### src/rtl/tt_sweep_ctrl.sv
`default_nettype none
// ============================================================================
// Module   : tt_sweep_ctrl
// Function : Drives a combinational netlist through every input combination,
//            streams the captured outputs and accumulates mismatch statistics.
// Revision : 1.0  initial release
// ============================================================================
module tt_sweep_ctrl #(
  parameter int N_IN   = 2,
  parameter int N_OUT  = 6,
  parameter int SETTLE = 1
) (
  input  logic                       clk,
  input  logic                       rst_n,
  input  logic                       start,
  input  logic                       abort,
  input  logic [(2**N_IN)*N_OUT-1:0] exp_tt,
  output logic [N_IN-1:0]            x_drv,
  input  logic [N_OUT-1:0]           f_in,
  output logic                       res_valid,
  input  logic                       res_ready,
  output logic [N_IN-1:0]            res_idx,
  output logic [N_OUT-1:0]           res_data,
  output logic                       res_err,
  output logic                       busy,
  output logic                       done,
  output logic                       pass,
  output logic [N_IN:0]              err_cnt,
  output logic [N_IN-1:0]            first_err
);

  localparam int                 c_tt_w        = (2**N_IN)*N_OUT;
  localparam int                 c_cnt_w       = (SETTLE > 1) ? $clog2(SETTLE) : 1;
  localparam logic [N_IN-1:0]    c_idx_last    = '1;
  localparam logic [c_cnt_w-1:0] c_settle_last = c_cnt_w'(SETTLE - 1);

  typedef enum logic [1:0] {
    S_IDLE   = 2'd0,
    S_APPLY  = 2'd1,
    S_SAMPLE = 2'd2,
    S_DONE   = 2'd3
  } state_t;

  state_t              state_q, state_d;
  logic [N_IN-1:0]     idx_q, idx_d;
  logic [c_cnt_w-1:0]  settle_q, settle_d;
  logic [c_tt_w-1:0]   exp_q, exp_d;
  logic                res_valid_q, res_valid_d;
  logic [N_IN-1:0]     res_idx_q, res_idx_d;
  logic [N_OUT-1:0]    res_data_q, res_data_d;
  logic                res_err_q, res_err_d;
  logic                busy_q, busy_d;
  logic                done_q, done_d;
  logic                pass_q, pass_d;
  logic [N_IN:0]       err_cnt_q, err_cnt_d;
  logic [N_IN-1:0]     first_err_q, first_err_d;

  logic [N_OUT-1:0]    w_exp;
  logic                w_mismatch;

  assign w_exp      = exp_q[idx_q*N_OUT +: N_OUT];
  assign w_mismatch = (f_in != w_exp);

  always_comb begin
    state_d     = state_q;
    idx_d       = idx_q;
    settle_d    = settle_q;
    exp_d       = exp_q;
    res_valid_d = res_valid_q;
    res_idx_d   = res_idx_q;
    res_data_d  = res_data_q;
    res_err_d   = res_err_q;
    busy_d      = busy_q;
    done_d      = done_q;
    pass_d      = pass_q;
    err_cnt_d   = err_cnt_q;
    first_err_d = first_err_q;

    case (state_q)
      S_IDLE, S_DONE: begin
        if (start) begin
          state_d     = S_APPLY;
          idx_d       = '0;
          settle_d    = '0;
          exp_d       = exp_tt;
          err_cnt_d   = '0;
          first_err_d = '0;
          done_d      = 1'b0;
          pass_d      = 1'b0;
          busy_d      = 1'b1;
        end
      end
      S_APPLY: begin
        if (settle_q == c_settle_last) begin
          state_d     = S_SAMPLE;
          settle_d    = '0;
          res_valid_d = 1'b1;
          res_data_d  = f_in;
          res_idx_d   = idx_q;
          res_err_d   = w_mismatch;
          if (w_mismatch) begin
            err_cnt_d = err_cnt_q + (N_IN+1)'(1);
            if (err_cnt_q == '0) first_err_d = idx_q;
          end
        end else begin
          settle_d = settle_q + c_cnt_w'(1);
        end
      end
      S_SAMPLE: begin
        if (res_ready) begin
          res_valid_d = 1'b0;
          // Last index is matched explicitly so idx never wraps back to 0.
          if (idx_q == c_idx_last) begin
            state_d = S_DONE;
            busy_d  = 1'b0;
            done_d  = 1'b1;
            pass_d  = (err_cnt_q == '0);
          end else begin
            state_d = S_APPLY;
            idx_d   = idx_q + N_IN'(1);
          end
        end
      end
      default: state_d = S_IDLE;
    endcase

    // Abort overrides start and the handshake; statistics and x_drv are kept.
    if (abort) begin
      state_d     = S_IDLE;
      settle_d    = '0;
      res_valid_d = 1'b0;
      busy_d      = 1'b0;
      done_d      = 1'b0;
      pass_d      = 1'b0;
    end
  end

  always_ff @(posedge clk) begin
    if (!rst_n) begin
      state_q     <= S_IDLE;
      idx_q       <= '0;
      settle_q    <= '0;
      exp_q       <= '0;
      res_valid_q <= 1'b0;
      res_idx_q   <= '0;
      res_data_q  <= '0;
      res_err_q   <= 1'b0;
      busy_q      <= 1'b0;
      done_q      <= 1'b0;
      pass_q      <= 1'b0;
      err_cnt_q   <= '0;
      first_err_q <= '0;
    end else begin
      state_q     <= state_d;
      idx_q       <= idx_d;
      settle_q    <= settle_d;
      exp_q       <= exp_d;
      res_valid_q <= res_valid_d;
      res_idx_q   <= res_idx_d;
      res_data_q  <= res_data_d;
      res_err_q   <= res_err_d;
      busy_q      <= busy_d;
      done_q      <= done_d;
      pass_q      <= pass_d;
      err_cnt_q   <= err_cnt_d;
      first_err_q <= first_err_d;
    end
  end

  assign x_drv     = idx_q;
  assign res_valid = res_valid_q;
  assign res_idx   = res_idx_q;
  assign res_data  = res_data_q;
  assign res_err   = res_err_q;
  assign busy      = busy_q;
  assign done      = done_q;
  assign pass      = pass_q;
  assign err_cnt   = err_cnt_q;
  assign first_err = first_err_q;

endmodule
`default_nettype wire

### config.mk
export PLATFORM = sky130hd
export DESIGN_NAME = tt_sweep_ctrl
export DESIGN_NICKNAME = d
export VERILOG_FILES = /design/src/rtl/tt_sweep_ctrl.sv
export SDC_FILE = /design/constraint.sdc
export NUM_CORES = 1
export LEC_CHECK = 0
export CAP_MARGIN = 20
export CORE_MARGIN = 10
export CORE_UTILIZATION = 40
export DETAILED_ROUTE_END_ITERATION = 12
export PLACE_DENSITY = 0.75
export SLEW_MARGIN = 10
export SYNTH_ARGS = -nofsm -noshare
export SYNTH_HDL_FRONTEND = slang
export SYNTH_SLANG_ARGS = --single-unit
export TNS_END_PERCENT = 10
### constraint.sdc
create_clock -name clk -period 3 [get_ports clk]
set_input_delay 0.6 -clock clk [delete_from_list [all_inputs] [get_ports clk]]
set_output_delay 0.6 -clock clk [all_outputs]
set_load 0.005 [all_outputs]
* Yosys cells after proc, flatten, opt, wreduce, memory -nomap -nowiden
Cells that the tools add are included.
** Word-level totals
- Register bits after elaboration :: 47
- Input port bits :: 35
- Output and inout port bits :: 20
** Operators by class
- $add $sub $neg :: 3
- $mul :: 1
- Equality and inequality tests :: 12
- Shift-type cells :: 1
- Mux-type cells :: 33
- Bitwise gates (word level) :: 2
- Reductions and logical operators :: 16
** Operators by type and width (count)
- $shiftx A24 B6 Y6 :: 1
- $mux W2 :: 10
- $ne A2 B2 Y1 const B :: 7
- $reduce_and A4 Y1 :: 3
- $mux W1 :: 11
- $pmux W1 S2 :: 5
- $mux W3 :: 3
- $pmux W2 S2 :: 2
- $eq A2 B2 Y1 const B :: 3
- $ne A6 B6 Y1 :: 1
- $pmux W2 S3 :: 1
- $pmux W3 S2 :: 1
- $reduce_and A2 Y1 :: 3
- $reduce_and A3 Y1 :: 2
- $reduce_bool A2 Y1 :: 3
- $reduce_and A5 Y1 :: 1
- $mul A2 B2 Y4 const B :: 1
- $reduce_or A2 Y1 :: 2
- $add A3 B1 Y3 const B :: 1
- $logic_not A3 Y1 :: 1
- $add A2 B1 Y2 const B :: 1
- $eq A2 B1 Y1 const B :: 1
- $logic_not A2 Y1 :: 1
- $not A1 Y1 :: 2
- $add A1 B1 Y1 const B :: 1

* Longest topological paths before layout
- Depth in word-level cells :: 6
- Depth in mapped cells :: 8
- Depth with buffers taken out :: 8

* Least setup slack after synthesis
No wires, ideal clock.
- Kind :: reg2reg
- Start point :: register idx_q[0], in the netlist x_drv[0]
- End point :: register first_err_q[0], in the netlist first_err[0]
- Data arrival time :: 1.976 ns
- Required time :: 2.929 ns
- Slack :: 0.953 ns
- Cell stages (with the launch flop) :: 8
- Buffers on the path :: 1
- Cells stage by stage :: dfxtp_1 -> buf_6 -> mux4_1 -> xnor2_1 -> nand3_1 -> o21ai_4 -> or3_2 -> a21oi_1
** Between the ends
- Cells in the longest elaborated chain, start to end :: 5
** RTL lines
- start: declaration :: RTL line 45 : logic [N_IN-1:0] idx_q, idx_d;
- start signal: assignment :: RTL line 155 : idx_q <= idx_d;
- $mul A2 B2 Y4 :: RTL line 61 : assign w_exp = exp_q[idx_q*N_OUT +: N_OUT];
- $shiftx A24 B6 Y6 :: RTL line 61
- $ne A6 B6 Y1 :: RTL line 62 : assign w_mismatch = (f_in != w_exp);
- $ne A2 B2 Y1 (no source line)
- $reduce_and A5 Y1 (no source line)
- end signal: assignment :: RTL line 166 : first_err_q <= first_err_d;
- end: declaration :: RTL line 56 : logic [N_IN-1:0] first_err_q, first_err_d;
Several ways; a longest one is shown, not always the timed one. The select of a mux whose other input is x is not followed.
A chain may end at the register's enable or synchronous reset.

* Worst setup path in the final report
- Start point :: register idx_q[0], in the netlist x_drv[0]
- End point :: register first_err_q[1], in the netlist first_err[1]
** Between the ends
- Cells in the longest elaborated chain, start to end :: 5
** RTL lines (RTL line)
- $mul A2 B2 Y4 :: 61
- $shiftx A24 B6 Y6 :: 61
- $ne A6 B6 Y1 :: 62
- $ne A2 B2 Y1 (no source line)
- $reduce_and A5 Y1 (no source line)
No other way between the ends.

==> results.ini <==
[pwr]
ir_drop_mv=0.283
power.density_nw_per_um2=460
p_leak_nw=1.02

[synth]
ys_ff_latch=46
synth_warnings=0
synthCells=233
synthTopCellsByArea=dfxtp_1 44%, nand2_1 10%, mux2i_1 5.3%, a21oi_1 4.8%, a21boi_0 4.3%
synth_edf_count=0
netlist.area_leader.share=0.442
yosys.area.top_type=dfxtp_1
yosys.area_share.xor_xnor=0.0252
yosysMostFrequentCell=nand2_1
syn-mean-instance-area_um2=8.95
synthTopCellsByCount=58 x nand2_1, 46 x dfxtp_1, 20 x a21oi_1
async_reset_ff_frac=0
synth_fa_ha_area_frac=0.0360
synth-simple-area-share=0.191
synth.distinct_cells=35
synth_top_family_by_area=simple AND/OR/NAND/NOR gates
syn_area_um2=2080
yosysSeqAreaShare=0.442
muxShareOfSynthArea=0.123
synth_nets=274
synth_compound_area_frac=0.133
ys.flop_type=dfxtp_1

[cells_and_area]
fillCellCount=488
final_cell_count_no_fill=355
multiInputGateArea_um2=1060
ff_latch_area_um2=921
nNetsFinal=325
drive_above_1_share=0.0702
finish.instance_area_um2=2790
area_delta_synth_final_pct=33.7
n_antenna_cell=0

[clock_network]
cts.sink_count=46
insertion_delay_ns=0.30
cts-root-to-sink-buffers=2
root_buffer=clkbuf_8
numCtsBuffers=5
clk_pin_slew_worst_paths_ns=0.09
post_cts_buffers=0
cts_tree=built
cts_resized=0
hold_buffers=0
htree_levels=2

[placement]
dp.cells=347
gp_congestion=0.829
io_buffers=54
placed_area_um2=2670
dpl.hpwl_um=3730

[critical_path]
path_max_fanout=10
start_kind=flop
required_ns=3.23
arrival_ns=2.56
end_kind=flop
critPathKind=reg -> reg

[detailed_routing]
routed-via-count=1712
drt_iter0_drc=72
drc=0
drt-pass1-iter-count=4
finalWirelength_um=4900
wire_per_inst_um=13.8
viasPerCell=4.82
antenna_left=0

[sta]
slew_viol_final=0
fin_worst_skew_ns=0.00395
worstMarginPinSlew_ns=0.798
finalCriticalPeriod_ns=2.33
max_slew_margin=0.466
hold_violations=0
finalSetupViolCount=0
period_share=0.775
fmax_mhz=430
rsz0062_at_grt=no
tns_ns=0

[run]
max_cap_violations=0

[grt]
grt_max_degree=25
grt-ovfl-total=0
grt_pass1_vias=1790
grt_pass1_wl_um=8550
grt_use_total=0.121
antenna_found_initial=0

[floorplan]
die_h_um=92.2
io_pins=55
placeableCoreArea_um2=5070
dieArea_um2=8500
start_util=0.411
row_count=26
die_w_um=92.2

[status]
status=finished, final reports clean

[hold_path]
hold_path_class=reg -> reg

-- through the flow --
step | total power [mW] | worst slack [ns] | util | hold slack [ns]
finish | 1.28 | 0.674 | 0.549 | 0.463
global route | 1.35 | 0.526 | 0.549 | 0.486
CTS | 1.29 | 0.656 | 0.549 | 0.465
detailed placement | 0.837 | 0.700 | 0.527 | 0.452
global placement | 0.832 | 0.751 | 0.527 | 0.442
floorplan | 0.753 | 0.953 | - | 0.432
-- worst max-delay path: stages (launching register included) --
cell	delay, ns
dfxtp_1	0.63
mux4_1	0.63
xnor2_1	0.14
nand3_1	0.14
o21ai_4	0.11
or3_2	0.48
a21boi_1	0.14
-- state kept, by name (all words and copies together), names as in the netlist --
signal	cells
pass	1
state_q	2
res_data	6
exp_q	24
busy	1
res_valid	1
res_err	1
err_cnt	3
res_idx	2
first_err	2
x_drv	2
done	1
-- final cells by class --
class,count,area share
timing repair buffer,58,0.205
multi-input combinational,164,0.381
clock inverter,3,0.0162
clock buffer,5,0.0247
inverter,9,0.0121
tap,70,0.0314
sequential,46,0.330
-- logic make-up (layout without fill, tap and decap cells) --
group,count (synthesis),count (layout)
buffers and inverters,23,75
DFF,46,46
muxes,17,17
AOI/OAI and AO/OA,43,43
xor gates and xnor gates,6,6
adders and majority gates,6,6
and+or+nand+nor,92,92
-- layout by cell type, fill, tap and decap left out, types with 2 or more instances in the layout --
cell type	Yosys	routed
a21boi_0	12	12
a21oi_1	20	20
and2_1	2	2
buf_4	0	4
clkbuf_8	0	5
clkdlybuf4s50_1	0	54
clkinvlp_4	0	2
dfxtp_1	46	46
ha_1	6	6
inv_1	9	9
mux2i_1	11	11
mux4_1	3	3
mux4_2	3	3
nand2_1	58	58
nand3b_1	2	2
nor2_1	17	17
nor2b_1	4	4
nor3b_1	2	2
o21ai_0	2	2
or3_2	2	2
xnor2_1	6	6
-- where the power goes --
group | leakage (nW) | internal (mW) | switching [mW]
clock network | 0.0504 | 0.248 | 0.214
logic | 0.597 | 0.0935 | 0.0763
registers | 0.376 | 0.637 | 0.0143
-- metal layers --
metal / wire length (um) / vias up / track usage
met3: 294 / 5 / 0.0448
met2: 2320 / 43 / 0.198
met1: 2240 / 784 / 0.146
li1: - / 880 / -
met5: 0 / - / 0
met4: 42 / 0 / 0.0296
-- path summary, 6_finish.rpt --
path | startpoint | endpoint | slack, ns | depth (start not counted)
setup / recovery | x_drv[0] | first_err[1] | 0.67 | 6
hold reg to reg | exp_q[22] | exp_q[22] | 0.46 | 2
hold / removal | exp_q[22] | exp_q[22] | 0.46 | 2
setup reg to reg | x_drv[0] | first_err[1] | 0.67 | 6
(Power assumes the default switching activity.)
